`src/rtl/mul_div_unit_if.sv`:
```
// Operand/request and result bundle between the EX stage and the multiply/divide unit.
interface mul_div_unit_if;
    logic        start;
    logic [2:0]  op;
    logic [31:0] rs_val;
    logic [31:0] rt_val;
    logic        flush;
    logic        busy;
    logic        done;
    logic [31:0] hi;
    logic [31:0] lo;

    // EX stage side: issues requests, observes status and HI/LO.
    modport master (
        output start, op, rs_val, rt_val, flush,
        input  busy, done, hi, lo
    );

    // Unit side.
    modport slave (
        input  start, op, rs_val, rt_val, flush,
        output busy, done, hi, lo
    );
endinterface

```
`src/rtl/mul_div_unit.sv`:
```
// Iterative 32-bit multiply/divide unit with architectural HI/LO registers.
// One radix-2 iteration per cycle over 32 cycles, then a sign-correction/write-back cycle.
module mul_div_unit (
    input  logic           clk,
    input  logic           rst,
    mul_div_unit_if.slave  bus
);

    typedef enum logic [1:0] {StIdle, StRun, StFin} state_e;

    localparam logic [2:0] OpMthi = 3'b100;
    localparam logic [2:0] OpMtlo = 3'b101;

    state_e      state_q, state_d;
    logic [4:0]  count_q, count_d;
    logic        is_div_q, is_div_d;
    logic        neg_res_q, neg_res_d;   // result (product/quotient) must be negated
    logic        neg_rem_q, neg_rem_d;   // remainder must be negated
    logic        div_zero_q, div_zero_d;
    logic [31:0] opnd_q, opnd_d;         // multiplicand or divisor magnitude
    logic [31:0] raw_rs_q, raw_rs_d;     // unmodified dividend for the divide-by-zero HI value
    logic [63:0] acc_q, acc_d;           // mul: {partial, multiplier}; div: {remainder, quotient}
    logic [31:0] hi_q, hi_d;
    logic [31:0] lo_q, lo_d;
    logic        busy_q, busy_d;
    logic        done_q, done_d;

    logic        accept;
    logic        op_signed;
    logic        op_is_div;
    logic [31:0] abs_rs;
    logic [31:0] abs_rt;

    logic [32:0] mul_sum;
    logic [32:0] div_shift;
    logic [32:0] div_diff;
    logic [63:0] acc_iter;

    logic [63:0] prod_fix;
    logic [31:0] quot_fix;
    logic [31:0] rem_fix;
    logic [31:0] fin_hi;
    logic [31:0] fin_lo;

    assign bus.busy = busy_q;
    assign bus.done = done_q;
    assign bus.hi   = hi_q;
    assign bus.lo   = lo_q;

    // Request decode: only MULT/MULTU/DIV/DIVU enter the iterative path.
    always_comb begin
        accept    = (state_q == StIdle) && bus.start && !bus.flush && !bus.op[2];
        op_signed = !bus.op[0];
        op_is_div = bus.op[1];
        abs_rs    = (op_signed && bus.rs_val[31]) ? (32'd0 - bus.rs_val) : bus.rs_val;
        abs_rt    = (op_signed && bus.rt_val[31]) ? (32'd0 - bus.rt_val) : bus.rt_val;
    end

    // One shift-add or restoring shift-subtract step on the accumulator.
    always_comb begin
        mul_sum   = {1'b0, acc_q[63:32]} + (acc_q[0] ? {1'b0, opnd_q} : 33'd0);
        div_shift = {acc_q[63:32], acc_q[31]};
        div_diff  = div_shift - {1'b0, opnd_q};
        if (is_div_q) begin
            // Bit 32 of the difference is set exactly when the shifted remainder < divisor.
            if (!div_diff[32]) begin
                acc_iter = {div_diff[31:0], acc_q[30:0], 1'b1};
            end else begin
                acc_iter = {div_shift[31:0], acc_q[30:0], 1'b0};
            end
        end else begin
            acc_iter = {mul_sum, acc_q[31:1]};
        end
    end

    // Sign correction and HI/LO selection for the write-back cycle.
    always_comb begin
        prod_fix = neg_res_q ? (64'd0 - acc_q) : acc_q;
        quot_fix = neg_res_q ? (32'd0 - acc_q[31:0]) : acc_q[31:0];
        rem_fix  = neg_rem_q ? (32'd0 - acc_q[63:32]) : acc_q[63:32];
        if (div_zero_q) begin
            fin_hi = raw_rs_q;
            fin_lo = 32'hFFFF_FFFF;
        end else if (is_div_q) begin
            fin_hi = rem_fix;
            fin_lo = quot_fix;
        end else begin
            fin_hi = prod_fix[63:32];
            fin_lo = prod_fix[31:0];
        end
    end

    // State register.
    always_ff @(posedge clk) begin
        if (rst) begin
            state_q <= StIdle;
        end else begin
            state_q <= state_d;
        end
    end

    // Next-state logic; flush wins from any state.
    always_comb begin
        state_d = state_q;
        if (bus.flush) begin
            state_d = StIdle;
        end else begin
            unique case (state_q)
                StIdle:  if (accept) state_d = StRun;
                StRun:   if (count_q == 5'd31) state_d = StFin;
                StFin:   state_d = StIdle;
                default: state_d = StIdle;
            endcase
        end
    end

    // Datapath and registered-output next values.
    always_comb begin
        count_d    = count_q;
        is_div_d   = is_div_q;
        neg_res_d  = neg_res_q;
        neg_rem_d  = neg_rem_q;
        div_zero_d = div_zero_q;
        opnd_d     = opnd_q;
        raw_rs_d   = raw_rs_q;
        acc_d      = acc_q;
        hi_d       = hi_q;
        lo_d       = lo_q;
        busy_d     = busy_q;
        done_d     = 1'b0;
        if (bus.flush) begin
            busy_d = 1'b0;
        end else begin
            unique case (state_q)
                StIdle: begin
                    if (accept) begin
                        is_div_d   = op_is_div;
                        neg_res_d  = op_signed && (bus.rs_val[31] ^ bus.rt_val[31]);
                        neg_rem_d  = op_signed && bus.rs_val[31];
                        div_zero_d = op_is_div && (bus.rt_val == 32'd0);
                        raw_rs_d   = bus.rs_val;
                        opnd_d     = op_is_div ? abs_rt : abs_rs;
                        acc_d      = {32'd0, op_is_div ? abs_rs : abs_rt};
                        count_d    = 5'd0;
                        busy_d     = 1'b1;
                    end else if (bus.start && (bus.op == OpMthi)) begin
                        hi_d = bus.rs_val;
                    end else if (bus.start && (bus.op == OpMtlo)) begin
                        lo_d = bus.rs_val;
                    end
                end
                StRun: begin
                    acc_d   = acc_iter;
                    count_d = count_q + 5'd1;
                end
                StFin: begin
                    hi_d   = fin_hi;
                    lo_d   = fin_lo;
                    busy_d = 1'b0;
                    done_d = 1'b1;
                end
                default: begin
                    busy_d = 1'b0;
                end
            endcase
        end
    end

    // Datapath and output registers.
    always_ff @(posedge clk) begin
        if (rst) begin
            count_q    <= 5'd0;
            is_div_q   <= 1'b0;
            neg_res_q  <= 1'b0;
            neg_rem_q  <= 1'b0;
            div_zero_q <= 1'b0;
            opnd_q     <= 32'd0;
            raw_rs_q   <= 32'd0;
            acc_q      <= 64'd0;
            hi_q       <= 32'd0;
            lo_q       <= 32'd0;
            busy_q     <= 1'b0;
            done_q     <= 1'b0;
        end else begin
            count_q    <= count_d;
            is_div_q   <= is_div_d;
            neg_res_q  <= neg_res_d;
            neg_rem_q  <= neg_rem_d;
            div_zero_q <= div_zero_d;
            opnd_q     <= opnd_d;
            raw_rs_q   <= raw_rs_d;
            acc_q      <= acc_d;
            hi_q       <= hi_d;
            lo_q       <= lo_d;
            busy_q     <= busy_d;
            done_q     <= done_d;
        end
    end

endmodule

```
`src/flat_wrapper.sv`:
```
// flat-port wrapper written by rule: the top's interface ports become plain ports
module mul_div_unit_flat 
  (clk, rst, bus_start, bus_op, bus_rs_val, bus_rt_val, bus_flush, bus_busy, bus_done, bus_hi, bus_lo);
  mul_div_unit_if bus_i ();
  input  logic clk;
  input  logic rst;
  input wire logic [$bits(bus_i.start)-1:0] bus_start;
  input wire logic [$bits(bus_i.op)-1:0] bus_op;
  input wire logic [$bits(bus_i.rs_val)-1:0] bus_rs_val;
  input wire logic [$bits(bus_i.rt_val)-1:0] bus_rt_val;
  input wire logic [$bits(bus_i.flush)-1:0] bus_flush;
  output wire logic [$bits(bus_i.busy)-1:0] bus_busy;
  output wire logic [$bits(bus_i.done)-1:0] bus_done;
  output wire logic [$bits(bus_i.hi)-1:0] bus_hi;
  output wire logic [$bits(bus_i.lo)-1:0] bus_lo;
  assign bus_i.start = bus_start;
  assign bus_i.op = bus_op;
  assign bus_i.rs_val = bus_rs_val;
  assign bus_i.rt_val = bus_rt_val;
  assign bus_i.flush = bus_flush;
  assign bus_busy = bus_i.busy;
  assign bus_done = bus_i.done;
  assign bus_hi = bus_i.hi;
  assign bus_lo = bus_i.lo;
  mul_div_unit u_core (.clk(clk), .rst(rst), .bus(bus_i));
endmodule
```
`config.mk`:
```
export PLATFORM = sky130hd
export DESIGN_NAME = mul_div_unit_flat
export DESIGN_NICKNAME = d
export VERILOG_FILES = /design/src/rtl/mul_div_unit_if.sv /design/src/rtl/mul_div_unit.sv /design/src/flat_wrapper.sv
export SDC_FILE = /design/constraint.sdc
export NUM_CORES = 1
export LEC_CHECK = 0
export ABC_CLOCK_PERIOD_IN_PS = 3900
export CAP_MARGIN = 15
export CORE_AREA = 2 2 167 169
export CTS_CLUSTER_DIAMETER = 200
export DETAILED_ROUTE_END_ITERATION = 6
export DIE_AREA = 0 0 169 171
export PLACE_DENSITY_LB_ADDON = 0.05
export SYNTH_ARGS = -nofsm -noshare
export SYNTH_HDL_FRONTEND = slang
export SYNTH_SLANG_ARGS = --single-unit
```
`constraint.sdc`:
```
create_clock -name clk -period 3.9 [get_ports clk]
set_input_delay 0.39 -clock clk [delete_from_list [all_inputs] [get_ports clk]]
set_output_delay 0.39 -clock clk [all_outputs]
set_load 0.005 [all_outputs]
```
* Word level (Yosys, flattened, before mapping)
Index checks and enable logic that the tools add are counted.
Operators by class: $add $sub $neg 8, equal/unequal tests 11, mux-type cells 31, bitwise gates (word level) 3, reduce and logical (&&, ||, !) cells 23
Operators by type and width (count):
- $mux 32 | 16
- $mux 64 | 4
- $pmux 32 s2 | 2
- $pmux 64 s2 | 1
- $sub 1x32->32 const A | 4
- $sub 1x64->64 const A | 1
- $add 32x33->33 | 1
- $sub 33x32->33 | 1
- $logic_not 32->1 | 1
- $pmux 5 s2 | 1
- $logic_and 1x1->1 | 9
- $ne 2x2->1 const B | 4
- $eq 3x3->1 const B | 2
- $reduce_and 3->1 | 2
- $add 5x1->5 const B | 1
- $eq 5x5->1 const B | 1
- $mux 5 | 1
- $reduce_and 5->1 | 1
- $mux 2 | 2
- $ne 2x1->1 const B | 2
- $pmux 2 s2 | 1
- $reduce_and 2->1 | 2
- $reduce_and 4->1 | 1
- $reduce_bool 2->1 | 2
- other kinds (9) | 13
Word-level totals: bits in registers 205, output and inout bits 66, logic and storage cells 89

* Logic depth before layout (Yosys ltp)
Gate-level depths: netlist (run 1).
word-level depth 6, mapped depth 14, depth with buffers taken out 13

* Worst setup path after synthesis (run 1)
OpenSTA, ideal clock, no wires.
path kind register to register, start register u_core.acc_q[0], end register u_core.acc_q[61], library setup time 122 ps, data arrival time 3393 ps, setup slack 385 ps, stages on the path, launching flop included 15, buffers on the path 2, period minus slack after synthesis 3515 ps, cell sequence dfxtp_1 clkbuf_1 inv_1 clkbuf_1 nor2_1 ha_1 and3_1 a2111oi_2 nor3b_1 and3_1 a221o_1 a2111o_1 a41oi_2 xnor2_1 a221o_1
Between the ends: longest elaborated chain between the ends 4
Ends and longest elaborated chain:
- start, declared | line mul_div_unit.sv:22 | logic [63:0] acc_q, acc_d;
- start signal, assigned | line mul_div_unit.sv:179 | acc_q <= 64'd0;
- start signal, assigned | line mul_div_unit.sv:192 | acc_q <= acc_d;
- $mux 32 | line mul_div_unit.sv:61 | mul_sum = {1'b0, acc_q[63:32]} + (acc_q[0] ? {1'b0, opnd_q} : 33'd0);
- $add 32x33->33 | line mul_div_unit.sv:61
- $mux 64 | line mul_div_unit.sv:64 | if (is_div_q) begin
- $pmux 64 s2 | line mul_div_unit.sv:134 | unique case (state_q)
No other way between the ends. A chain may end at the register's enable or synchronous reset.

* Worst setup path after layout (run 1)
Ends and elaborated chain as after synthesis.

==> metrics.md, run 1 <==
| Metric | Value |
|---|---|
| Min cycle time layout | `about 3.7 ns` |
| Post-synth EDFFs | `0` |
| Die X-Extent | `~170 um` |
| Layout cell share with drive strength beyond 1 | `between 7 and 8%` |
| Hold Buf Count CTS | `0` |
| Crit-path slowest cell | `a2111o_1` |
| CTS tree | `yes` |
| CORE AREA | `27300 um2` |
| Crit-path max FO | `7` |
| Most common cell in the netlist | `nand2_1` |
| Setup TNS | `0 ns` |
| Number of vias per cell | `roughly 6.5` |
| Fin crit share | `between 90% and 100%` |
| CP peak stage delay | `0.52 ns` |
| Vias in the first global route | `around 16000` |
| Pwr per Cell Area | `slightly above 300 nW/um2` |
| RSZ-0062 raised after global routing | `no` |
| Worst setup SP type | `register` |
| Synth warn | `0` |
| Post-Syn Area | `around 16000 um2` |
| Crit. End Element | `register` |
| Yosys reg bits | `around 210` |
| CP top delay family | `compound AO/OA/AOI/OAI gates` |
| CTS buffer count | `24` |
| Critical Path AT | `just over 4 ns` |
| Status | `finished, final reports clean` |
| Syn-to-layout area delta | `17.2%` |
| Worst slew margin | `between 20% and 30%` |
| Initial DRT Pass Iterations | `6` |
| Via count | `about 17000` |
| Synth Instances | `2197` |
| Clock Skew | `between 0.008 and 0.009 ns` |
| Critical-path cell list | `clkinvlp_4 > nor2_1 > ha_1 > a21o_1 > a2111oi_2 > nor3b_1 > and3_1 > a221o_1 > a2111o_1 > a41oi_2 > xnor2_1 > a221o_1` |
| Io pins | `137` |
| Worst slack, placed | `0.130 ns` |
| Post-synth cell types | `76` |
| Seq/Total Area, Yosys | `between 20 and 30%` |
| PortBufs | `around 140` |
| Async set-reset flop share out of synthesis | `0%` |
| Syn nets | `between 2000 and 2500` |
| Hold Crit Class | `input pin to register` |
| All-Layer GR Usage | `between 40% and 50%` |
| Clk slew on worst S/H paths | `roughly 0.06 ns` |
| Fmax | `0.272 GHz` |
| Post-Route WL | `60.0 mm` |
| Leakage power | `a little over 7 nW` |
| First-pass GRT wire length | `about 91 mm` |
| Final Max Tran Viols | `0` |
| Die height | `~170 um` |
| Storage element area | `4110 um2` |
| # nets final | `2439` |
| Syn_area_per_cell | `roughly 7.3 um2` |
| Ant. Diodes | `0` |
| Fillers | `between 2000 and 2500` |
| Predominant post-synthesis flop cell | `dfxtp_1` |
| Most used cell, CP | `a221o_1` |
| Multi-input gate area | `11100 um2` |
| Most frequent cells after synthesis | `nand2_1 (294), a21oi_1 (236), nor2_1 (222), dfxtp_1 (205), clkbuf_1 (141)` |
| Cell row count | `about 60` |
| Clk_lat worst skew | `~0.53 ns` |
| Top cell type's share of synthesized area | `25.7%` |
| Least-Margin Pin Slew | `approximately 1.1 ns` |
| Antenna violations before repair | `0` |
| DRC violation count after routing | `0` |
| Htree depth | `1` |
| WL/cell | `between 20 and 25 um` |
| Max-cap violation count | `0` |
| Initial core utilization | `58.4%` |
| Final Hold Viols | `0` |
| PnR worst setup slack | `between 0.2 and 0.25 ns` |
| Largest cells by area after synthesis | `dfxtp_1 (26%), a21oi_1 (7.4%), nand2_1 (6.9%)` |
| Crit path buf inv count | `1` |
| Largest net degree at the start of global routing | `between 90 and 100` |
| RD Place Congestion | `about 1` |
| Count of final setup violators | `0` |
| Worst vdd ir | `about 330 uV` |
| CTS root buf | `clkbuf_16` |
| Number of clock sinks | `205` |
| Synth area leader | `dfxtp_1` |
| Required time of the critical path | `4.31 ns` |
| Post-route antenna net violation count | `0` |
| Total grt overflow | `0` |
| DRT iter0 DRCs | `2127` |
| Clk buf depth | `3` |
| Post-DP HPWL | `around 46 mm` |
| Die area | `28900 um2` |
| Worst Setup Path Type | `register to register` |
==> cell usage in the layout, fill, tap and decap left out, types with 58 or more instances in the layout <==
| master | instances |
|---|---|
| a21oi_1 | 236 |
| buf_4 | 91 |
| clkdlybuf4s50_1 | 134 |
| dfxtp_1 | 203 |
| ha_1 | 70 |
| inv_1 | 58 |
| mux2i_1 | 68 |
| nand2_1 | 294 |
| nor2_1 | 220 |
| o21ai_0 | 135 |
| xnor2_1 | 95 |
| xor2_1 | 75 |
==> path summary, 6_finish.rpt <==
kind	start	endpoint	slack (ns)	cells after the start
worst min-delay path	rst	u_core.count_q[1]	0.29	2
worst min register to register	u_core.bus.hi[18]	u_core.bus.hi[18]	0.45	2
worst max-delay path	u_core.acc_q[0]	u_core.acc_q[61]	0.22	12
worst max register to register	u_core.acc_q[0]	u_core.acc_q[61]	0.22	12
==> stage by stage <==
step,util (%),hold WS [ns],power (mW),area (um2),instances
6_report,68.4,0.294,5.74,18700,2658
4_1_cts,68.2,0.309,5.71,18600,2652
2_1_floorplan,-,0.431,2.99,16000,2197
3_3_place_gp,65.3,0.438,3.43,17800,2610
5_1_grt,68.4,0.341,5.92,18700,2658
3_5_place_dp,65.3,0.443,3.44,17800,2610
==> worst reg2reg max path, delay by kind of cell, from the launching register on <==
kind,cells,cell delay (ns)
adders and majority gates,1,0.30
AOI/OAI and AO/OA,6,2.04
DFF,1,0.40
and+or+nand+nor,3,0.53
xor gates and xnor gates,1,0.08
buffers and inverters,1,0.21
==> report_power, final <==
group | leakage, nW | internal [mW] | switching, mW
Combinational | 5.05 | 0.476 | 0.758
Sequential | 1.66 | 2.15 | 0.0655
Clock | 0.386 | 1.38 | 0.913
==> cell type report <==
cell class,count,share of cell area (%)
clock inverter,5,0.422
multi-input combinational,1776,59.2
timing repair buffer,228,11.0
sequential,205,22.0
inverter,60,1.22
timing repair inverter,1,0.0402
clock buffer,37,3.80
tap,346,2.32
==> cells by family after synthesis <==
group | synth area share (%)
xor gates and xnor gates | 9.33
muxes | 4.48
adders and majority gates | 5.74
DFF | 25.7
buffers and inverters | 5.16
and+or+nand+nor | 21.7
AOI/OAI and AO/OA | 27.8
==> state kept, by name, summed over array words and instances, names as in the netlist <==
name,count
u_core.acc_q,64
u_core.bus.busy,1
u_core.bus.done,1
u_core.bus.hi,32
u_core.bus.lo,32
u_core.count_q,5
u_core.div_zero_q,1
u_core.is_div_q,1
u_core.neg_rem_q,1
u_core.neg_res_q,1
u_core.opnd_q,32
u_core.raw_rs_q,32
u_core.state_q,2
==> metal layers <==
layer	vias to the layer above	wire length [um]	GRT usage, %	share of wire (%)
li1	8124	-	-	-
met1	8196	23500	51.0	39
met2	875	27100	65.8	45
met3	192	5740	8.21	9.6
met4	0	3630	21.6	6.0
met5	-	0	0	0
==> what timing repair did <==
| action | CTS | global route |
|---|---|---|
| setup endpoints to repair | 0 | 28 |
| gates resized for setup | 0 | 5 |
| hold endpoints to repair | 0 | 0 |
| buffers inserted | 0 | 5 |
No activity file was read; power rests on OpenSTA's default activity.
==> inputs of run 2 (changes only) <==
- SLEW_MARGIN: unset -> 20
==> results of run 2 <==
Same layout as run 1: the final DEF is identical, and so are final timing and power.
